===== src/rtl/switch_sample_loader.sv =====
// Switch input stage: synchronises the raw switches, debounces "ready" and packs captured samples into an operand set.
// Optional feature macro LOADER_DEBOUNCE_EN enables the ready-switch debounce counter; undefined, the synchronised level is used directly.
module switch_sample_loader #(
  parameter int DW         = 8,
  parameter int NOPS       = 4,
  parameter int DEB_CYCLES = 4
) (
  input  logic                     clk,
  input  logic                     rst,
  input  logic [DW-1:0]            sw_data,
  input  logic                     sw_ready,
  output logic [NOPS*DW-1:0]       op_flat,
  output logic                     op_valid,
  input  logic                     op_ack,
  output logic [$clog2(NOPS)-1:0]  fill_idx,
  output logic [DW-1:0]            sample_echo,
  output logic                     dropped
);

  localparam int IW = $clog2(NOPS);
  localparam logic [IW-1:0] LAST_IDX = IW'(NOPS - 1);

  if (NOPS < 2 || (NOPS & (NOPS - 1)) != 0) begin : g_bad_nops
    $error("switch_sample_loader: NOPS must be a power of two >= 2");
  end
  if (DEB_CYCLES < 1) begin : g_bad_deb
    $error("switch_sample_loader: DEB_CYCLES must be >= 1");
  end

  typedef enum logic {S_FILL, S_PRESENT} state_e;

  logic [DW-1:0] data_sync1_q, data_sync2_q;
  logic          rdy_sync1_q, rdy_sync2_q;
  logic          stable_q, stable_d;
  logic          capture;
  state_e        state_q, state_d;
  logic [DW-1:0] slot_q [NOPS];
  logic [DW-1:0] slot_d [NOPS];
  logic [IW-1:0] idx_q, idx_d;
  logic [DW-1:0] echo_q, echo_d;
  logic          dropped_q, dropped_d;

`ifdef LOADER_DEBOUNCE_EN
  localparam int CW = (DEB_CYCLES > 1) ? $clog2(DEB_CYCLES) : 1;
  localparam logic [CW-1:0] CNT_LAST = CW'(DEB_CYCLES - 1);

  logic [CW-1:0] cnt_q, cnt_d;

  // The level is accepted on the edge where the counter would reach DEB_CYCLES.
  always_comb begin
    // NOTE: every always_comb output gets a default first, so no path can infer a latch.
    stable_d = stable_q;
    cnt_d    = '0;
    if (rdy_sync2_q != stable_q) begin
      if (cnt_q == CNT_LAST) begin
        stable_d = rdy_sync2_q;
      end else begin
        cnt_d = cnt_q + 1'b1;
      end
    end
  end

  always_ff @(posedge clk) begin
    if (rst) begin
      cnt_q <= '0;
    end else begin
      cnt_q <= cnt_d;
    end
  end
`else
  assign stable_d = rdy_sync2_q;
`endif

  assign capture = stable_d & ~stable_q;

  always_comb begin
    state_d   = state_q;
    slot_d    = slot_q;
    idx_d     = idx_q;
    echo_d    = echo_q;
    dropped_d = dropped_q;
    case (state_q)
      S_FILL: begin
        if (capture) begin
          slot_d[idx_q] = data_sync2_q;
          echo_d        = data_sync2_q;
          if (idx_q == LAST_IDX) begin
            idx_d   = '0;
            state_d = S_PRESENT;
          end else begin
            idx_d = idx_q + 1'b1;
          end
        end
      end
      S_PRESENT: begin
        // A capture on the accepting edge starts the next set instead of being dropped.
        if (op_ack) begin
          state_d = S_FILL;
          if (capture) begin
            slot_d[0] = data_sync2_q;
            echo_d    = data_sync2_q;
            idx_d     = IW'(1);
          end
        end else if (capture) begin
          dropped_d = 1'b1;
        end
      end
    endcase
  end

  always_ff @(posedge clk) begin
    if (rst) begin
      // NOTE: non-blocking assignments only in sequential blocks, so every flop samples pre-edge values.
      data_sync1_q <= '0;
      data_sync2_q <= '0;
      rdy_sync1_q  <= 1'b0;
      rdy_sync2_q  <= 1'b0;
      stable_q     <= 1'b0;
      state_q      <= S_FILL;
      idx_q        <= '0;
      echo_q       <= '0;
      dropped_q    <= 1'b0;
      // NOTE: the operand buffer is small and its contents are visible on op_flat, so it is reset like any register.
      for (int k = 0; k < NOPS; k++) begin
        slot_q[k] <= '0;
      end
    end else begin
      data_sync1_q <= sw_data;
      data_sync2_q <= data_sync1_q;
      rdy_sync1_q  <= sw_ready;
      rdy_sync2_q  <= rdy_sync1_q;
      stable_q     <= stable_d;
      state_q      <= state_d;
      idx_q        <= idx_d;
      echo_q       <= echo_d;
      dropped_q    <= dropped_d;
      slot_q       <= slot_d;
    end
  end

  for (genvar k = 0; k < NOPS; k++) begin : g_flat
    assign op_flat[k*DW +: DW] = slot_q[k];
  end

  assign op_valid    = (state_q == S_PRESENT);
  assign fill_idx    = idx_q;
  assign sample_echo = echo_q;
  assign dropped     = dropped_q;

endmodule


===== config.mk =====
export PLATFORM = sky130hd
export DESIGN_NAME = switch_sample_loader
export DESIGN_NICKNAME = d
export VERILOG_FILES = /design/src/rtl/switch_sample_loader.sv
export SDC_FILE = /design/constraint.sdc
export NUM_CORES = 1
export LEC_CHECK = 0
export CAP_MARGIN = 20
export CORE_MARGIN = 2
export CORE_UTILIZATION = 52
export CTS_CLUSTER_SIZE = 28
export DETAILED_ROUTE_END_ITERATION = 10
export GPL_TIMING_DRIVEN = 0
export PLACE_DENSITY = 0.83
export RECOVER_POWER = 50
export SKIP_LAST_GASP = 1
export SLEW_MARGIN = 20
export SYNTH_ARGS = -nofsm -noshare
export SYNTH_HDL_FRONTEND = slang
export SYNTH_SLANG_ARGS = --single-unit
export TNS_END_PERCENT = 100

===== constraint.sdc =====
create_clock -name clk -period 2.82 [get_ports clk]
set_clock_uncertainty 0.05 [all_clocks]
set_input_delay 0.705 -clock clk [delete_from_list [all_inputs] [get_ports clk]]
set_output_delay 0.705 -clock clk [all_outputs]
set_load 0.02 [all_outputs]

* Word level (Yosys, flattened, before mapping)
Index checks and enable logic that the tools add are counted.
** Storage, ports and cells
- Register bits :: 63
- Bits of input ports :: 12
- Output and inout bits :: 44
- Logic and storage cells :: 48
** Operators by class
- $add $sub $neg :: 1
- Magnitude comparators :: 2
- Eq/ne operators :: 4
- Multiplexer cells :: 19
- Bitwise gates (word level) :: 5
- Reduce and logical (&&, ||, !) cells :: 4
** Operators by type and width (count)
- $mux W8 :: 5
- $bwmux W32 :: 1
- $mux W32 :: 1
- $pmux W8 S2 :: 2
- $demux W8 S2 :: 1
- $mux W2 :: 4
- $ne A2 B2 Y1 const B :: 3
- $reduce_and A3 Y1 :: 2
- $pmux W2 S2 :: 1
- $ge A3 B3 Y1 const B :: 1
- $lt A3 B1 Y1 const B :: 1
- $mux W1 :: 3
- $not A1 Y1 :: 3
- $not A2 Y3 :: 1
- $add A2 B1 Y2 const B :: 1
- $eq A2 B2 Y1 const B :: 1
- $pmux W1 S2 :: 1
- $reduce_and A2 Y1 :: 1
- $and A1 B1 Y1 :: 1
- $logic_and A1 B1 Y1 :: 1

* Depth between registers and ports, before layout
Gate-level depths: netlist (run 1).
- Depth after elaboration :: 8
- Depth in mapped cells :: 6
- Depth with buffers taken out :: 5

* Least setup slack after synthesis (run 1)
OpenSTA, ideal clock, no wires.
- Path type :: flip-flop to flip-flop
- From :: register idx_q[0] (netlist: fill_idx[0])
- To :: register slot_q (netlist bit op_flat[21])
- Setup time :: 128 ps
- Data arrival time :: 1304 ps
- Data required time :: 2642 ps
- Slack :: 1339 ps
- Stages on the path, launching flop included :: 7
- Path buffers :: 1
- Clock period less this slack :: 1481 ps
- Cell sequence :: dfxtp_1 -> inv_1 -> ha_1 -> and4bb_2 -> buf_6 -> mux2i_1 -> nor2_1
** On the way
- Cells in the longest elaborated chain, start to end :: 6
- Elaborated cells on any way between the ends :: 7
- Classes of those cells :: order compare: 2; mux: 3; bitwise: 1; reduce/logical: 1
** RTL lines
- start: declaration :: line 39 : logic [IW-1:0] idx_q, idx_d;
- start signal: assignment :: line 134 : idx_q <= idx_d;
- $not A2 Y3 (not written as such) (*) :: line 85 : slot_d[idx_q] = data_sync2_q;
- $ge A3 B3 Y1 (not written as such) or $lt A3 B1 Y1 (tied branches) :: line 85
- $logic_and A1 B1 Y1 (not written as such) :: line 85
- $mux W8 (not written as such) :: line 85
- $demux W8 S2 (*) :: line 85
- $bwmux W32 (*) :: line 85
- end signal: assignment :: line 137 : slot_q <= slot_d;
- end: declaration :: line 37 : logic [DW-1:0] slot_q [NOPS];
Every way passes the cells marked *; elsewhere a longest branch is shown, timed or not.
A chain may end at the register's enable or synchronous reset.

* Worst setup path after layout (run 1)
- From :: register idx_q[0] (netlist: fill_idx[0])
- To :: output port fill_idx[0]
** RTL lines
- end: declaration :: line 15 : output logic [$clog2(NOPS)-1:0] fill_idx,
No word-level cell between the ends.

==> results by group, run 1 <==
Worst setup path
  – Reg2reg path depth: 6
  – Slowest stage delay, CP: 0.64 ns
  – Max FO, Critical Path: 6
  – WS Path Type: flip-flop to primary output
  – Crit path buf inv count: 1
  – Critical path data arrival time: 1.40 ns
  – R2r endpoint: op_flat[20]$_SDFFE_PP0P_
  – FF-to-FF setup slack: 1.05 ns
  – Slowest cell on crit path: clkdlybuf4s50_1
  – Cell chain of the critical path: clkdlybuf4s50_1
  – Critical path origin: fill_idx[0]$_SDFFE_PP0P_
  – CP delay by family, top: buffers and inverters
  – R2R Path Start: fill_idx[0]$_SDFFE_PP0P_
  – Crit end category: primary output
  – Worst Path Required: 2.07 ns
  – CP startpoint kind: flip-flop

Synthesis
  – Synth area leaders: dfxtp_1 56%, mux2i_1 7.6%, a21oi_1 6.2%
  – Synth Cell Area: 2240 sq um
  – Commonest cells in the netlist: 63 x dfxtp_1, 28 x a21oi_1, 21 x nor2b_1
  – Most common cell in the netlist: dfxtp_1
  – Syn Nets: 246
  – Sequential share of the synthesized area: 56.2%
  – Synthesis-stage register bit count: 63
  – Syn. warnings: 0
  – Ys flop type: dfxtp_1
  – Dominant cell type by area after synthesis: dfxtp_1
  – Post-synthesis cell type count: 24
  – Async SR Flop Fraction: 0%
  – Post-synth top area share: 56.2%
  – Mapped Cells: 230
  – Post-synth EDFFs: 0
  – Synth Area per Inst: 9.75 sq um

GRT
  – Global-route wire length before repair: 8.17 mm
  – Largest net degree at the start of global routing: 11
  – All-layer global routing usage: 21.9%
  – GRT overflow: 0
  – Vias in the first global route: 1691
  – Initial antenna violation count: 0

Clocking
  – CTS clk-pin slew, worst paths: 0.06 ns
  – H-tree Lvls: 3
  – Maximum buffer depth of the clock tree: 2
  – Post-cts sizing count: 0
  – Setup bufs post-CTS: 0
  – TritonCTS Buffers: 9
  – Worst-Skew Late Latency: 0.33 ns
  – CTS tree: done
  – Clk sinks: 63
  – Hold-fix buffer count after cts: 0
  – Clock root cell: clkbuf_8

Placement
  – # placed instances: 334
  – Dpl ws: 0.663 ns
  – Port bufs: 54
  – Post-DP HPWL: 3.40 mm
  – Placer Congestion: 0.830

Floorplanning
  – Row count: 23
  – Die Y: 69.7 um
  – CORE AREA: 4090 sq um
  – Initial Utilization: 54.9%
  – Die width: 69.7 um
  – I/O pins: 56
  – Die ar.: 4860 sq um

Final layout
  – Share of cells above drive strength 1: 7.02%
  – ANT cells: 0
  – Non-Filler Instances: 349
  – Final design utilization: 74.4%
  – Area delta synth->final: 35.5%
  – Nets: 311

STA
  – Post-route setup TNS: 0 ns
  – Max-slew violations: 0
  – Relative slew slack: 61.5%
  – RSZ-0062 raised after global routing: no
  – Setup violations, final: 0
  – Tightest Pin Transition: 0.562 ns
  – Hold WS: 0.386 ns
  – Final Hold Fails: 0
  – PnR worst setup slack: 0.666 ns
  – Crit path time final: 2.15 ns
  – Peak Freq: 464 MHz
  – Final Cycle Share: 76.4%

Detailed routing
  – Via count: 1841
  – DRC Markers: 0
  – Drt total wl: 4.98 mm
  – First drt pass iteration count: 4
  – Wirelength per Cell: 14.3 um
  – Antenna viol nets, final: 0
  – Initial detailed-routing violation count: 138
  – Vias/cell: 5.28

Hold path
  – Min-Delay Startpoint: data_sync1_q[5]$_SDFF_PP0_
  – Hold Crit Class: flip-flop to flip-flop
  – Worst hold endpoint: data_sync2_q[5]$_SDFF_PP0_
  – Hold Crit Depth: 1

Power and ir drop
  – PD cells: 602 nW/um^2
  – Worst VDD drop: 0.000360 V
  – P_leak: 1.05 nW

Flow run
  – Maximum capacitance violations: 0

Run status
  – Outcome: finished, final reports clean
==> kinds of logic after synthesis <==
| family | Yosys count | share of synthesized area [%] |
|---|---|---|
| buf+inv | 19 | 4.52 |
| mux | 18 | 8.09 |
| compound gates | 47 | 10.5 |
| flops | 63 | 56.2 |
| simple gates | 79 | 18.5 |
| fa+ha+maj | 4 | 2.23 |
==> report_power, final <==
group | switching, mW | internal [mW] | leakage [nW]
combinational | 0.0390 | 0.0338 | 0.427
sequential | 0.0151 | 0.906 | 0.512
clock | 0.321 | 0.514 | 0.109
==> area by class of cell <==
type / instances / area, sq um
Inverter: 2 / 7.51
Sequential cell: 63 / 1260
Buffer: 17 / 76.3
Timing Repair Buffer: 54 / 541
Multi-Input combinational cell: 148 / 881
Clock inverter: 4 / 70.1
Tap cell: 50 / 62.6
Fill cell: 316 / 1050
Clock buffer: 11 / 141
==> cells in the final DEF, fill, tap and decap left out, drive strengths merged <==
cell           count
nor3               1
bufinv             2
nor2              17
clkbuf            25
nand2b             1
ha                 4
or2b               1
nand3b             1
clkinv             2
a21oi             28
mux2i             17
mux2               1
clkdlybuf4s50     50
nor4bb             1
buf                3
dfxtp             63
nand3             16
nand4bb            1
nand2             16
and2               1
nor2b             21
and4bb             2
dlygate4sd3        4
o21ai             19
inv                2
==> worst max path at each step <==
stage / to / slack [ns] / cells after the start
2_1_floorplan: op_flat[21]$_SDFFE_PP0P_ / 1.34 / 6
4_1_cts: fill_idx[0] / 0.66 / 1
6_report: fill_idx[0] / 0.67 / 1
5_1_grt: fill_idx[0] / 0.62 / 1
3_3_place_gp: op_flat[3]$_SDFFE_PP0P_ / 0.73 / 4
3_5_place_dp: op_flat[4]$_SDFFE_PP0P_ / 0.66 / 4
==> stage by stage <==
stage / power [mW] / instance area (sq um)
floorplan: 0.977 / 2240
global placement: 1.01 / 2850
detailed placement: 1.01 / 2850
CTS: 1.83 / 3060
global route: 1.89 / 3040
finish: 1.83 / 3040
==> layer usage <==
metal,wire length (um),track usage [%],vias up
met3,341,4.51,10
met2,2350,33.1,78
met4,90,12.4,0
met5,0,0,-
li1,-,-,902
met1,2200,29.0,851
==> state kept, by name (all words and copies together), names as in the netlist, 2 cells and up <==
| register | cells |
|---|---|
| op_flat | 32 |
| data_sync2_q | 8 |
| sample_echo | 8 |
| fill_idx | 2 |
| data_sync1_q | 8 |
Note: power is estimated with default switching activity, not from simulation.
==> inputs of run 2 (changes only) <==
--- a/config.mk
+++ b/config.mk
@@ -7,11 +7,11 @@
 export LEC_CHECK = 0
 export CAP_MARGIN = 20
 export CORE_MARGIN = 2
-export CORE_UTILIZATION = 52
+export CORE_UTILIZATION = 43
 export CTS_CLUSTER_SIZE = 28
 export DETAILED_ROUTE_END_ITERATION = 10
 export GPL_TIMING_DRIVEN = 0
-export PLACE_DENSITY = 0.83
+export PLACE_DENSITY = 0.73
 export RECOVER_POWER = 50
 export SKIP_LAST_GASP = 1
 export SLEW_MARGIN = 20
==> constraint.sdc (replaced) <==
create_clock -name clk -period 1.89 [get_ports clk]
set_clock_uncertainty 0.05 [all_clocks]
set_input_delay 0.4725 -clock clk [delete_from_list [all_inputs] [get_ports clk]]
set_output_delay 0.4725 -clock clk [all_outputs]
set_load 0.02 [all_outputs]
==> run 2 against run 1 <==
Against the previous run:
- final cell count is 6.0% higher
- clock-buffer cell count is 1 lower
- cell area is 0.12% higher
- clock power is 38% higher
- hold slack better by 0.0017 ns
- core utilization is 14 points lower
- total power is 44% higher
- combinational power is 47% higher
- global-route usage is 3.7 points lower
==> results by group, run 2 (synthesized netlist as in run 1, its figures left out) <==
Worst setup path
  – Reg2reg path depth: 5 (-1)
  – CP delay by family, top: buffers and inverters
  – WS Path Type: flip-flop to primary output
  – Critical path data arrival time: 1.33 ns (-0.07 ns)
  – FF-to-FF setup slack: 0.15 ns (-0.90 ns)
  – R2r endpoint: op_flat[8]$_SDFFE_PP0P_
  – Worst Path Required: 1.37 ns (-0.70 ns)
  – Worst setup endpoint: op_flat[6]
  – Crit path depth: 1 (unchanged)
  – Cell chain of the critical path: clkdlybuf4s50_1
  – Crit path buf inv count: 1 (unchanged)
  – R2R Path Start: fill_idx[0]$_SDFFE_PP0P_
  – Critical path origin: op_flat[6]$_SDFFE_PP0P_
  – Slowest cell on crit path: clkdlybuf4s50_1
  – Slowest stage delay, CP: 0.62 ns (-0.02 ns)
  – CP startpoint kind: flip-flop
  – Crit end category: primary output
  – Max FO, Critical Path: 2 (-4)

Clocking
  – CTS clk-pin slew, worst paths: 0.07 ns (about the same)
  – Hold-fix buffer count after cts: 0 (unchanged)
  – CTS tree: done
  – Clock root cell: clkbuf_8
  – Maximum buffer depth of the clock tree: 2 (unchanged)
  – Clk sinks: 63 (unchanged)
  – Worst-Skew Late Latency: 0.34 ns (about the same)
  – H-tree Lvls: 3 (unchanged)
  – TritonCTS Buffers: 9 (unchanged)
  – Setup bufs post-CTS: 0 (unchanged)
  – Post-cts sizing count: 2 (+2)

Detailed routing
  – Antenna viol nets, final: 0 (unchanged)
  – Via count: 1786 (-3.0%)
  – Drt total wl: 5.01 mm (+0.50%)
  – Initial detailed-routing violation count: 94 (-32%)
  – First drt pass iteration count: 4 (unchanged)
  – Vias/cell: 4.83 (-8.5%)
  – DRC Markers: 0 (unchanged)
  – Wirelength per Cell: 13.5 um (-5.2%)

Placement
  – Port bufs: 54 (unchanged)
  – # placed instances: 354 (+6.0%)
  – Post-DP HPWL: 3.46 mm (+1.8%)
  – Dpl ws: -0.0642 ns (-0.727 ns)
  – Placer Congestion: 0.839 (+1.1%)

Power and ir drop
  – Worst VDD drop: 0.000479 V (+33%)
  – Final Power: 2.63 mW (+44%)
  – PD cells: 865 nW/um^2 (+44%)
  – P_leak: 1.05 nW (-0.22%)

Final layout
  – Layout fillers: 486 (+54%)
  – Nets: 311 (unchanged)
  – Leading cell type in the layout, fill and taps excluded: dfxtp_1
  – ANT cells: 0 (unchanged)
  – Commonest cells after routing, fill and taps aside: 63 x dfxtp_1, 47 x clkdlybuf4s50_1, 28 x a21oi_1, 21 x nor2b_1, 19 x o21ai_0
  – Share of cells above drive strength 1: 8.00% (+0.98 points)
  – Area delta synth->final: 35.7%
  – Largest register FFs: 32 (unchanged)
  – Non-Filler Instances: 370 (+6.0%)

Hold path
  – Hold Crit Class: flip-flop to flip-flop

Run status
  – Outcome: finished, final reports clean

STA
  – Max-slew violations: 0 (unchanged)
  – Peak Freq: 539 MHz
  – Tightest Pin Transition: 0.627 ns (+0.0647 ns)
  – Final Hold Fails: 0 (unchanged)
  – Setup violations, final: 0 (unchanged)
  – Final Cycle Share: 98.2%
  – PnR worst setup slack: 0.0343 ns (-0.632 ns)
  – Relative slew slack: 57.0% (-4.4 points)
  – Post-route setup TNS: 0 ns (unchanged)
  – Crit path time final: 1.86 ns
  – RSZ-0062 raised after global routing: no

Floorplanning
  – CORE AREA: 5070 sq um (+24%)
  – Die Y: 76.2 um (+9.4%)
  – Die width: 76.2 um (+9.4%)
  – Initial Utilization: 44.2% (-11 points)
  – Row count: 26 (+13%)
  – I/O pins: 56 (unchanged)
  – Die ar.: 5810 sq um (+20%)

GRT
  – Initial antenna violation count: 0 (unchanged)
  – Largest net degree at the start of global routing: 12 (+1)
  – GRT overflow: 0 (unchanged)
  – All-layer global routing usage: 18.2% (-3.7 points)
  – Vias in the first global route: 1665 (-1.5%)
  – Global-route wire length before repair: 8.14 mm (-0.42%)

Flow run
  – Maximum capacitance violations: 0 (unchanged)
run 2: cell count changes in the layout (fill, tap and decap cells not counted), sizes merged:
cell / change
clkbuf: -1
dlygate4sd2: +2
clkdlybuf4s50: -3
bufinv: -1
clkinv: +1
buf: +1
clkinvlp: +2
run 2: final cells by class:
cell class / instances / area, sq um / area share (%)
clock buffer: 10 / 138 / 4.52
multi-input combinational: 148 / 881 / 28.9
tap: 70 / 87.6 / 2.88
timing repair buffer: 54 / 532 / 17.5
sequential: 63 / 1260 / 41.4
buffer: 17 / 77.6 / 2.55
inverter: 2 / 7.51 / 0.247
clock inverter: 6 / 60.1 / 1.97
run 2: routing by layer:
layer | global-route usage (%) | vias up | share of wire, %
met2 | 28.9 | 41 | 48
li1 | - | 901 | -
met4 | 10.4 | 0 | 2.6
met3 | 3.79 | 14 | 3.6
met1 | 22.9 | 830 | 46
met5 | 0 | - | 0
run 2: worst min path at each step:
stage	start	slack, ns	cells after the start	to
2_1_floorplan	data_sync1_q[0]$_SDFF_PP0_	0.36	1	data_sync2_q[0]$_SDFF_PP0_
3_3_place_gp	data_sync1_q[3]$_SDFF_PP0_	0.37	1	data_sync2_q[3]$_SDFF_PP0_
3_5_place_dp	data_sync1_q[7]$_SDFF_PP0_	0.37	1	data_sync2_q[7]$_SDFF_PP0_
4_1_cts	rdy_sync1_q$_SDFF_PP0_	0.39	1	rdy_sync2_q$_SDFF_PP0_
5_1_grt	data_sync1_q[7]$_SDFF_PP0_	0.41	1	data_sync2_q[7]$_SDFF_PP0_
6_report	rdy_sync1_q$_SDFF_PP0_	0.39	1	rdy_sync2_q$_SDFF_PP0_
run 2: through the flow:
step / utilization, % / hold slack (ns) / area [sq um]
after floorplan: - / 0.364 / 2240
after global placement: 56.6 / 0.366 / 2870
after global routing: 60.0 / 0.408 / 3040
final: 60.0 / 0.388 / 3040
after CTS: 60.4 / 0.392 / 3070
after detailed placement: 56.6 / 0.370 / 2870
run 2: power breakdown:
part           switching [mW]  internal (mW)  leakage, nW
combinational          0.0582         0.0493        0.436
sequential             0.0224           1.35        0.512
clock                   0.516          0.637       0.0981
total                   0.596           2.04         1.05
